[src/rtl/pipeline_pkg.sv]
// Shared pipeline types: forwarding selects, memory FSM states, result-source codes.
package pipeline_pkg;

  typedef enum logic [1:0] {
    FWD_RF = 2'b00,
    FWD_W  = 2'b01,
    FWD_M  = 2'b10
  } fwd_sel_t;

  typedef enum logic {
    RUN      = 1'b0,
    MEM_WAIT = 1'b1
  } mem_state_t;

  localparam logic [1:0] RESULT_SRC_LOAD = 2'b01;

endpackage

[src/rtl/fwd_unit.sv]
// Execute-stage forwarding select for one ALU source operand.
// Ports:
//   rs_i                       source register in execute
//   rd_m_i, reg_write_m_i      destination / write enable in memory stage
//   rd_w_i, reg_write_w_i      destination / write enable in writeback stage
//   fwd_o                      operand select (FWD_RF / FWD_W / FWD_M)
module fwd_unit
  import pipeline_pkg::*;
#(
  parameter int unsigned ADDR_W = 5
) (
  input  logic [ADDR_W-1:0] rs_i,
  input  logic [ADDR_W-1:0] rd_m_i,
  input  logic [ADDR_W-1:0] rd_w_i,
  input  logic              reg_write_m_i,
  input  logic              reg_write_w_i,
  output logic [1:0]        fwd_o
);

  // M is younger than W, so it wins; x0 is never forwarded.
  always_comb begin
    fwd_o = FWD_RF;
    if (reg_write_m_i && (rd_m_i != '0) && (rd_m_i == rs_i)) begin
      fwd_o = FWD_M;
    end else if (reg_write_w_i && (rd_w_i != '0) && (rd_w_i == rs_i)) begin
      fwd_o = FWD_W;
    end
  end

endmodule

[src/rtl/hazard_ctrl.sv]
// Pipeline hazard controller for the 5-stage RV32I core.
// Generates F/D/E/M/W enables, D/E flushes, execute forwarding selects,
// a valid/ready handshake to a multi-cycle data memory, and a saturating
// stall-cycle counter.
// Ports:
//   clk_i, rst_i              clock, synchronous active-high reset
//   Rs1D_i, Rs2D_i            decode source registers
//   Rs1E_i, Rs2E_i            execute source registers
//   RdE_i, RdM_i, RdW_i       destination registers in E/M/W
//   ResultSrcE_i              execute result select (load = 2'b01)
//   RegWriteM_i, RegWriteW_i  register-write enables in M/W
//   PCSrcE_i                  taken branch/jump resolved in execute
//   MemReqM_i, mem_ready_i    memory-stage access request / memory done
//   mem_valid_o               request to data memory
//   En{F,D,E,M,W}_o           pipeline register enables
//   FlushD_o, FlushE_o        bubble insertion for D/E
//   ForwardAE_o, ForwardBE_o  ALU operand selects
//   stall_cnt_o               frozen or stalled cycle count
module hazard_ctrl
  import pipeline_pkg::*;
#(
  parameter int unsigned REGISTER_ADDR_SIZE = 5,
  parameter int unsigned CNT_WIDTH          = 16
) (
  input  logic                          clk_i,
  input  logic                          rst_i,
  input  logic [REGISTER_ADDR_SIZE-1:0] Rs1D_i,
  input  logic [REGISTER_ADDR_SIZE-1:0] Rs2D_i,
  input  logic [REGISTER_ADDR_SIZE-1:0] Rs1E_i,
  input  logic [REGISTER_ADDR_SIZE-1:0] Rs2E_i,
  input  logic [REGISTER_ADDR_SIZE-1:0] RdE_i,
  input  logic [REGISTER_ADDR_SIZE-1:0] RdM_i,
  input  logic [REGISTER_ADDR_SIZE-1:0] RdW_i,
  input  logic [1:0]                    ResultSrcE_i,
  input  logic                          RegWriteM_i,
  input  logic                          RegWriteW_i,
  input  logic                          PCSrcE_i,
  input  logic                          MemReqM_i,
  input  logic                          mem_ready_i,
  output logic                          mem_valid_o,
  output logic                          EnF_o,
  output logic                          EnD_o,
  output logic                          EnE_o,
  output logic                          EnM_o,
  output logic                          EnW_o,
  output logic                          FlushD_o,
  output logic                          FlushE_o,
  output logic [1:0]                    ForwardAE_o,
  output logic [1:0]                    ForwardBE_o,
  output logic [CNT_WIDTH-1:0]          stall_cnt_o
);

  mem_state_t           state_q, state_d;
  logic [CNT_WIDTH-1:0] cnt_q, cnt_d;
  logic [1:0]           fwd_a, fwd_b;
  logic                 lw_stall;
  logic                 mem_freeze;

  fwd_unit #(.ADDR_W(REGISTER_ADDR_SIZE)) u_fwd_a (
    .rs_i          (Rs1E_i),
    .rd_m_i        (RdM_i),
    .rd_w_i        (RdW_i),
    .reg_write_m_i (RegWriteM_i),
    .reg_write_w_i (RegWriteW_i),
    .fwd_o         (fwd_a)
  );

  fwd_unit #(.ADDR_W(REGISTER_ADDR_SIZE)) u_fwd_b (
    .rs_i          (Rs2E_i),
    .rd_m_i        (RdM_i),
    .rd_w_i        (RdW_i),
    .reg_write_m_i (RegWriteM_i),
    .reg_write_w_i (RegWriteW_i),
    .fwd_o         (fwd_b)
  );

  assign lw_stall = (ResultSrcE_i == RESULT_SRC_LOAD) && (RdE_i != '0) &&
                    ((RdE_i == Rs1D_i) || (RdE_i == Rs2D_i));

  // Memory FSM next state, valid, freeze and pipeline controls.
  always_comb begin
    state_d     = state_q;
    mem_valid_o = 1'b0;
    EnF_o       = 1'b1;
    EnD_o       = 1'b1;
    EnE_o       = 1'b1;
    EnM_o       = 1'b1;
    EnW_o       = 1'b1;
    FlushD_o    = 1'b0;
    FlushE_o    = 1'b0;
    ForwardAE_o = fwd_a;
    ForwardBE_o = fwd_b;
    cnt_d       = cnt_q;

    case (state_q)
      RUN: begin
        mem_valid_o = MemReqM_i;
        if (MemReqM_i && !mem_ready_i) state_d = MEM_WAIT;
      end
      MEM_WAIT: begin
        mem_valid_o = 1'b1;
        if (mem_ready_i) state_d = RUN;
      end
      default: state_d = RUN;
    endcase

    if (rst_i) begin
      // Reset abandons any outstanding access and drops valid at once.
      state_d     = RUN;
      mem_valid_o = 1'b0;
      FlushD_o    = 1'b1;
      FlushE_o    = 1'b1;
      ForwardAE_o = FWD_RF;
      ForwardBE_o = FWD_RF;
      cnt_d       = '0;
    end else begin
      if (mem_freeze) begin
        EnF_o = 1'b0;
        EnD_o = 1'b0;
        EnE_o = 1'b0;
        EnM_o = 1'b0;
        EnW_o = 1'b0;
      end else if (PCSrcE_i) begin
        // Branch wins over load-use: the stalled decode op is discarded anyway.
        FlushD_o = 1'b1;
        FlushE_o = 1'b1;
      end else if (lw_stall) begin
        EnF_o    = 1'b0;
        EnD_o    = 1'b0;
        FlushE_o = 1'b1;
      end

      if ((mem_freeze || (lw_stall && !PCSrcE_i)) && (cnt_q != '1)) begin
        cnt_d = cnt_q + CNT_WIDTH'(1);
      end
    end
  end

  assign mem_freeze  = mem_valid_o && !mem_ready_i;
  assign stall_cnt_o = cnt_q;

  // State and counter registers.
  always_ff @(posedge clk_i) begin
    if (rst_i) begin
      state_q <= RUN;
      cnt_q   <= '0;
    end else begin
      state_q <= state_d;
      cnt_q   <= cnt_d;
    end
  end

endmodule

[config.mk]
export PLATFORM = sky130hd
export DESIGN_NAME = hazard_ctrl
export DESIGN_NICKNAME = d
export VERILOG_FILES = /design/src/rtl/pipeline_pkg.sv /design/src/rtl/fwd_unit.sv /design/src/rtl/hazard_ctrl.sv
export SDC_FILE = /design/constraint.sdc
export NUM_CORES = 1
export LEC_CHECK = 0
export CORE_MARGIN = 3
export CORE_UTILIZATION = 40
export CTS_BUF_LIST = sky130_fd_sc_hd__clkbuf_2
export DETAILED_ROUTE_END_ITERATION = 12
export PLACE_DENSITY = 0.83
export SYNTH_ARGS = -nofsm -noshare
export SYNTH_HDL_FRONTEND = slang
export SYNTH_SLANG_ARGS = --single-unit
[constraint.sdc]
create_clock -name clk_i -period 3 [get_ports clk_i]
set_clock_uncertainty 0.1 [all_clocks]
set_input_delay 0.75 -clock clk_i [delete_from_list [all_inputs] [get_ports clk_i]]
set_output_delay 0.75 -clock clk_i [all_outputs]
set_load 0.02 [all_outputs]
; ---- Yosys cells after proc, flatten, opt, wreduce, memory -nomap -nowiden
; Index checks and enable logic that the tools add are counted.
[word_totals]
register_bits = 17
output_inout_bits = 28
wordCells = 55
input_bits = 44
[classes]
reduce_logical = 19
bitwise = 1
n_addsub = 1
mux = 24
eq_ne = 8
[op_table]
columns = operator, n
row1 = 5-bit == test, 6
row2 = 1-bit 2-to-1 mux, 18
row3 = 16-bit by 1-bit adder with 16-bit output (second input constant), 1
row4 = 16-bit inequality test (second input constant), 1
row5 = 5-bit nonzero test, 3
row6 = 1-bit logical AND, 12
row7 = 2-bit 2-to-1 mux, 4
row8 = 1-bit one-hot mux with 2 select lines, 2
row9 = 2-bit by 1-bit == test with 1-bit output (second input constant), 1
row10 = 1-bit logical NOT, 2
row11 = 1-bit logical OR, 2
row12 = 1-bit inverter, 1

; ---- Longest topological paths before layout
[logic_depth]
depth_word = 7
ltp_mapped = 9
mapped_depth_nobuf = 7

; ---- Modules after synthesis
; A second synthesis with hierarchy kept.
[hier_totals]
hier_cells = 181
area_unflattened_um2 = 1430.1
[modules_own_cells]
columns = module, cells_each, area_each_um2, instances, seq_area_each_um2
row1 = hazard_ctrl, 141, 1127.3, 1, 340.3
row2 = fwd_unit, 20, 151.4, 2, 0.0

; ---- Worst setup path after synthesis
; OpenSTA, ideal clock, no wires.
[synth_path]
path_type = input to output
startpoint = in RdM_i[0]
endpoint = out ForwardAE_o[0]
n_path_buf = 0
setup_slack_ps = -238
required_ps = 2150
cell_stages = 4
arrival_time_ps = 2388
cell_sequence = or4_1 o21ai_0 nor3_1 nor4_1
[synth_between]
elab_chain_len = 5
elab_cells_between_ends = 6
classes_between = eq/ne: 1 / mux: 2 / reduce/logical: 3
[synth_rtl]
columns = item, line_no
row1 = "start, declared", hazard_ctrl.sv:32  ; input logic [REGISTER_ADDR_SIZE-1:0] RdM_i,
row2 = 5-bit nonzero test, fwd_unit.sv:23  ; if (reg_write_m_i && (rd_m_i != '0) && (rd_m_i == rs_i)) begin
row3 = 1-bit logical AND, fwd_unit.sv:23
row4 = 1-bit logical AND *, fwd_unit.sv:23
row5 = 2-bit 2-to-1 mux *, fwd_unit.sv:23
row6 = 2-bit 2-to-1 mux *, hazard_ctrl.sv:107  ; if (rst_i) begin
row7 = "end, declared", hazard_ctrl.sv:48  ; output logic [1:0] ForwardAE_o,
; Every way passes the cells marked *; elsewhere a longest branch is shown, timed or not.

; ---- Final worst setup path
[layout_path]
startpoint = in Rs2E_i[4]
endpoint = out ForwardBE_o[0]
[layout_between]
elab_chain_len = 5
elab_cells_between_ends = 7
classes_between = eq/ne: 2 / mux: 3 / reduce/logical: 2
[layout_rtl]
columns = item, line_no
row1 = "start, declared", hazard_ctrl.sv:30  ; input logic [REGISTER_ADDR_SIZE-1:0] Rs2E_i,
row2 = 5-bit == test, fwd_unit.sv:25  ; end else if (reg_write_w_i && (rd_w_i != '0) && (rd_w_i == rs_i)) begin
row3 = 1-bit logical AND, fwd_unit.sv:25
row4 = 1-bit 2-to-1 mux, fwd_unit.sv:25
row5 = 2-bit 2-to-1 mux *, fwd_unit.sv:23
row6 = 2-bit 2-to-1 mux *, hazard_ctrl.sv:107
row7 = "end, declared", hazard_ctrl.sv:49  ; output logic [1:0] ForwardBE_o,
; Marks and branches as above.

==> reports/results.ini <==
[status]
status=complete, no violations

[clock_tree]
clk_pin_slew_ps=180
h-tree-depth=1
root_buffer=clkbuf_2
clk_latency_ps=310
cts.sinks=17
cts_tree=built
cts_buffer_depth=2
numCtsBuffers=3

[synth]
yosys-top-cells-area=dfxtp_1, xnor2_1, xor2_1, or3_1, a21oi_1
synth_cell_type_count=38
synth_simple_gate_area_frac=0.297
synth-edff-count=0
synth_compound_area_frac=0.154
synth_top_cell_area_share=0.255
yosysSeqAreaShare=0.255
ys.flop_type=dfxtp_1
async_flop_share=0
yosys_warnings=0
syn-num-nets=216
synth_seq_cells=17
synth-adder-area-share=0.00936
yosys.area.top_type=dfxtp_1
syn-cell-area_mm2=0.00134
synth_top_family_by_area=simple AND/OR/NAND/NOR gates
syn_area_per_cell_um2=7.81
synthMuxAreaShare=0.0243
synth_cells=171
synth_xor_area_frac=0.203

[critical_path]
path_delay_family=simple AND/OR/NAND/NOR gates
r2r.worst_path.cells=9
cp_cell_sequence=dlygate4sd2_1, xor2_1, or4_4, nor4_4, buf_4
start_kind=input pin
critPathKind=input pin to primary output
r2r_end=stall_cnt_o[14]
timing.rr.start=stall_cnt_o[0]
reg2reg_slack_ps=800
arrival_ps=2110
critical_path_required_ps=2150
cp_slowest_cell=or4_4
cp_max_fo=2
crit_buf_inv=2
worstSetupEndpointType=primary output
crit_path_max_incr_delay_ps=500

[sta]
worst_slack_ps=41.0
max_slew_margin=0.692
finalSetupViolations=0
final_max_slew_viol_count=0
tightest_slew_ps=460
timing.fmax_mhz=338
period_needed_ps=2960
fin_crit_sh=0.986
rsz0062_at_grt=true
finalHoldViolCount=0

[placement]
portBuffers=71
dp_hpwl_mm=3.39
gp_congestion=0.840
pre_cts_ws_ps=-817

[drt]
drtAntennaViolNets=0
wl_per_cell_um=14.5
first_pass_iters=4
viasPerCell=5.24
via_count=1681
drc=0
drtIter0Drc=99
drt_wl_total_mm=4.67

[power]
p_sw_frac=0.323
vdd_ir_drop_max_mv=0.163
pwr-share-clk=0.188
p_leak_uw=0.00102
switchingPower_uw=183
combPwrFrac=0.404
p_per_area_mw_per_mm2=227
finalPower_uw=566
internal_power_uw=383
power_frac_seq=0.407

[global_routing]
antenna_found_initial=0
grt_max_degree=25
grt_pass1_wl_mm=7.27
grt_pass1_vias=1704
track_usage=0.222
grt_overflow=0

[cells_and_area]
nets=323
diodes=0
syn2layout_area_growth_pct=86.3
nFillCells=217
finish.utilization=0.796
drive_above_1_share=0.350

[min_path]
worstHoldPathCells=2
hp-class=flop to flop
holdCritStartpoint=stall_cnt_o[11]
hold_end=stall_cnt_o[11]

[run]
maxCapViolations=0

[floorplanning]
fp.dieArea_mm2=0.00407
core_region_area_mm2=0.00313
die_x_um=63.8
die_y_um=63.8
initial_core_util=0.427
num_rows=20
pin_count=72

==> layer usage <==
layer  vias up  part of all wire  track usage
met5         -                 0            0
met4         0             0.020       0.0620
met3        10             0.067       0.0615
met2        70              0.52        0.434
met1       774              0.39        0.224
li1        827                 -            -
==> worst max-delay path by stage <==
stage / slack (ps) / start / depth (start not counted) / endpoint
2_1_floorplan: 90 / RdM_i[0] / 4 / ForwardAE_o[0]
3_3_place_gp: -810 / rst_i / 6 / ForwardAE_o[0]
3_5_place_dp: -820 / rst_i / 6 / ForwardAE_o[0]
4_1_cts: -50 / RegWriteW_i / 6 / ForwardAE_o[0]
5_1_grt: -20 / RdE_i[3] / 9 / EnF_o
6_report: 40 / Rs2E_i[4] / 5 / ForwardBE_o[0]
==> layout by cell type (no fill, tap or decap), drive strengths merged, types with 5 or more instances in the layout <==
cell type / n
a21oi: 14
buf: 50
clkbuf: 12
clkdlybuf4s50: 28
dfxtp: 17
dlygate4sd2: 13
dlymetal6s2s: 7
nand2: 11
nand3: 11
nand4: 5
nor2: 12
o21ai: 14
or3: 11
or4: 6
xnor2: 20
xor2: 11
==> sequential cells by signal, summed over array words and instances, names as in the netlist <==
name / flops
stall_cnt_o: 16
state_q: 1
==> cell type report <==
cell class                      count  area, um^2  area share
Multi-Input combinational cell    142        1100       0.444
Timing Repair Buffer              110         955       0.383
Sequential cell                    17         340       0.137
Tap cell                           44        55.1      0.0221
Clock buffer                        3        15.0     0.00603
Inverter                            4        15.0     0.00603
Clock inverter                      1        5.00     0.00201
==> synth_stat cells, drive strengths merged (3+ instances only) <==
library cell / count
xnor2: 20
dfxtp: 17
a21oi: 14
o21ai: 14
nor2: 12
nand2: 11
nand3: 11
or3: 11
xor2: 11
buf: 7
or4: 6
nand4: 5
inv: 4
nor3: 4
nor4: 4
nor2b: 3
==> cells by family after synthesis <==
family,count (synthesis)
xor+xnor,31
flops,17
simple gates,72
mux,3
buf+inv,12
compound gates,35
fa+ha+maj,1
==> repair_timing <==
item                                    CTS  global route
gates resized for setup                  91            58
buffers inserted                          4             1
hold buffers                              0             0
pin swaps                                22            20
endpoints found under the setup margin   12             7
==> metrics by stage <==
step	area [um^2]	TNS, ps	hold WS, ps	instances
6_report	2490	0	423	321
2_1_floorplan	1350	0	463	171
5_1_grt	2490	-70.6	460	321
4_1_cts	2350	-89.1	416	320
3_5_place_dp	2310	-7510	394	312
3_3_place_gp	2310	-6920	389	312
==> power groups by stage <==
stage | combinational, uW | sequential (uW) | clock (uW)
final | 229 | 230 | 107
after global routing | 243 | 231 | 118
after CTS | 202 | 230 | 107
after detailed placement | 203 | 235 | 0
after global placement | 198 | 235 | 0
after floorplan | 76.8 | 236 | 0
==> worst register-to-register path, stage by stage (launching register included) <==
cell	delay, ps
dfxtp_1	380
ha_1	240
nand3_1	130
nor2_1	60
buf_4	160
a31oi_1	240
a21oi_4	140
buf_4	170
or3_1	340
a21oi_1	190
(Power assumes the default switching activity.)
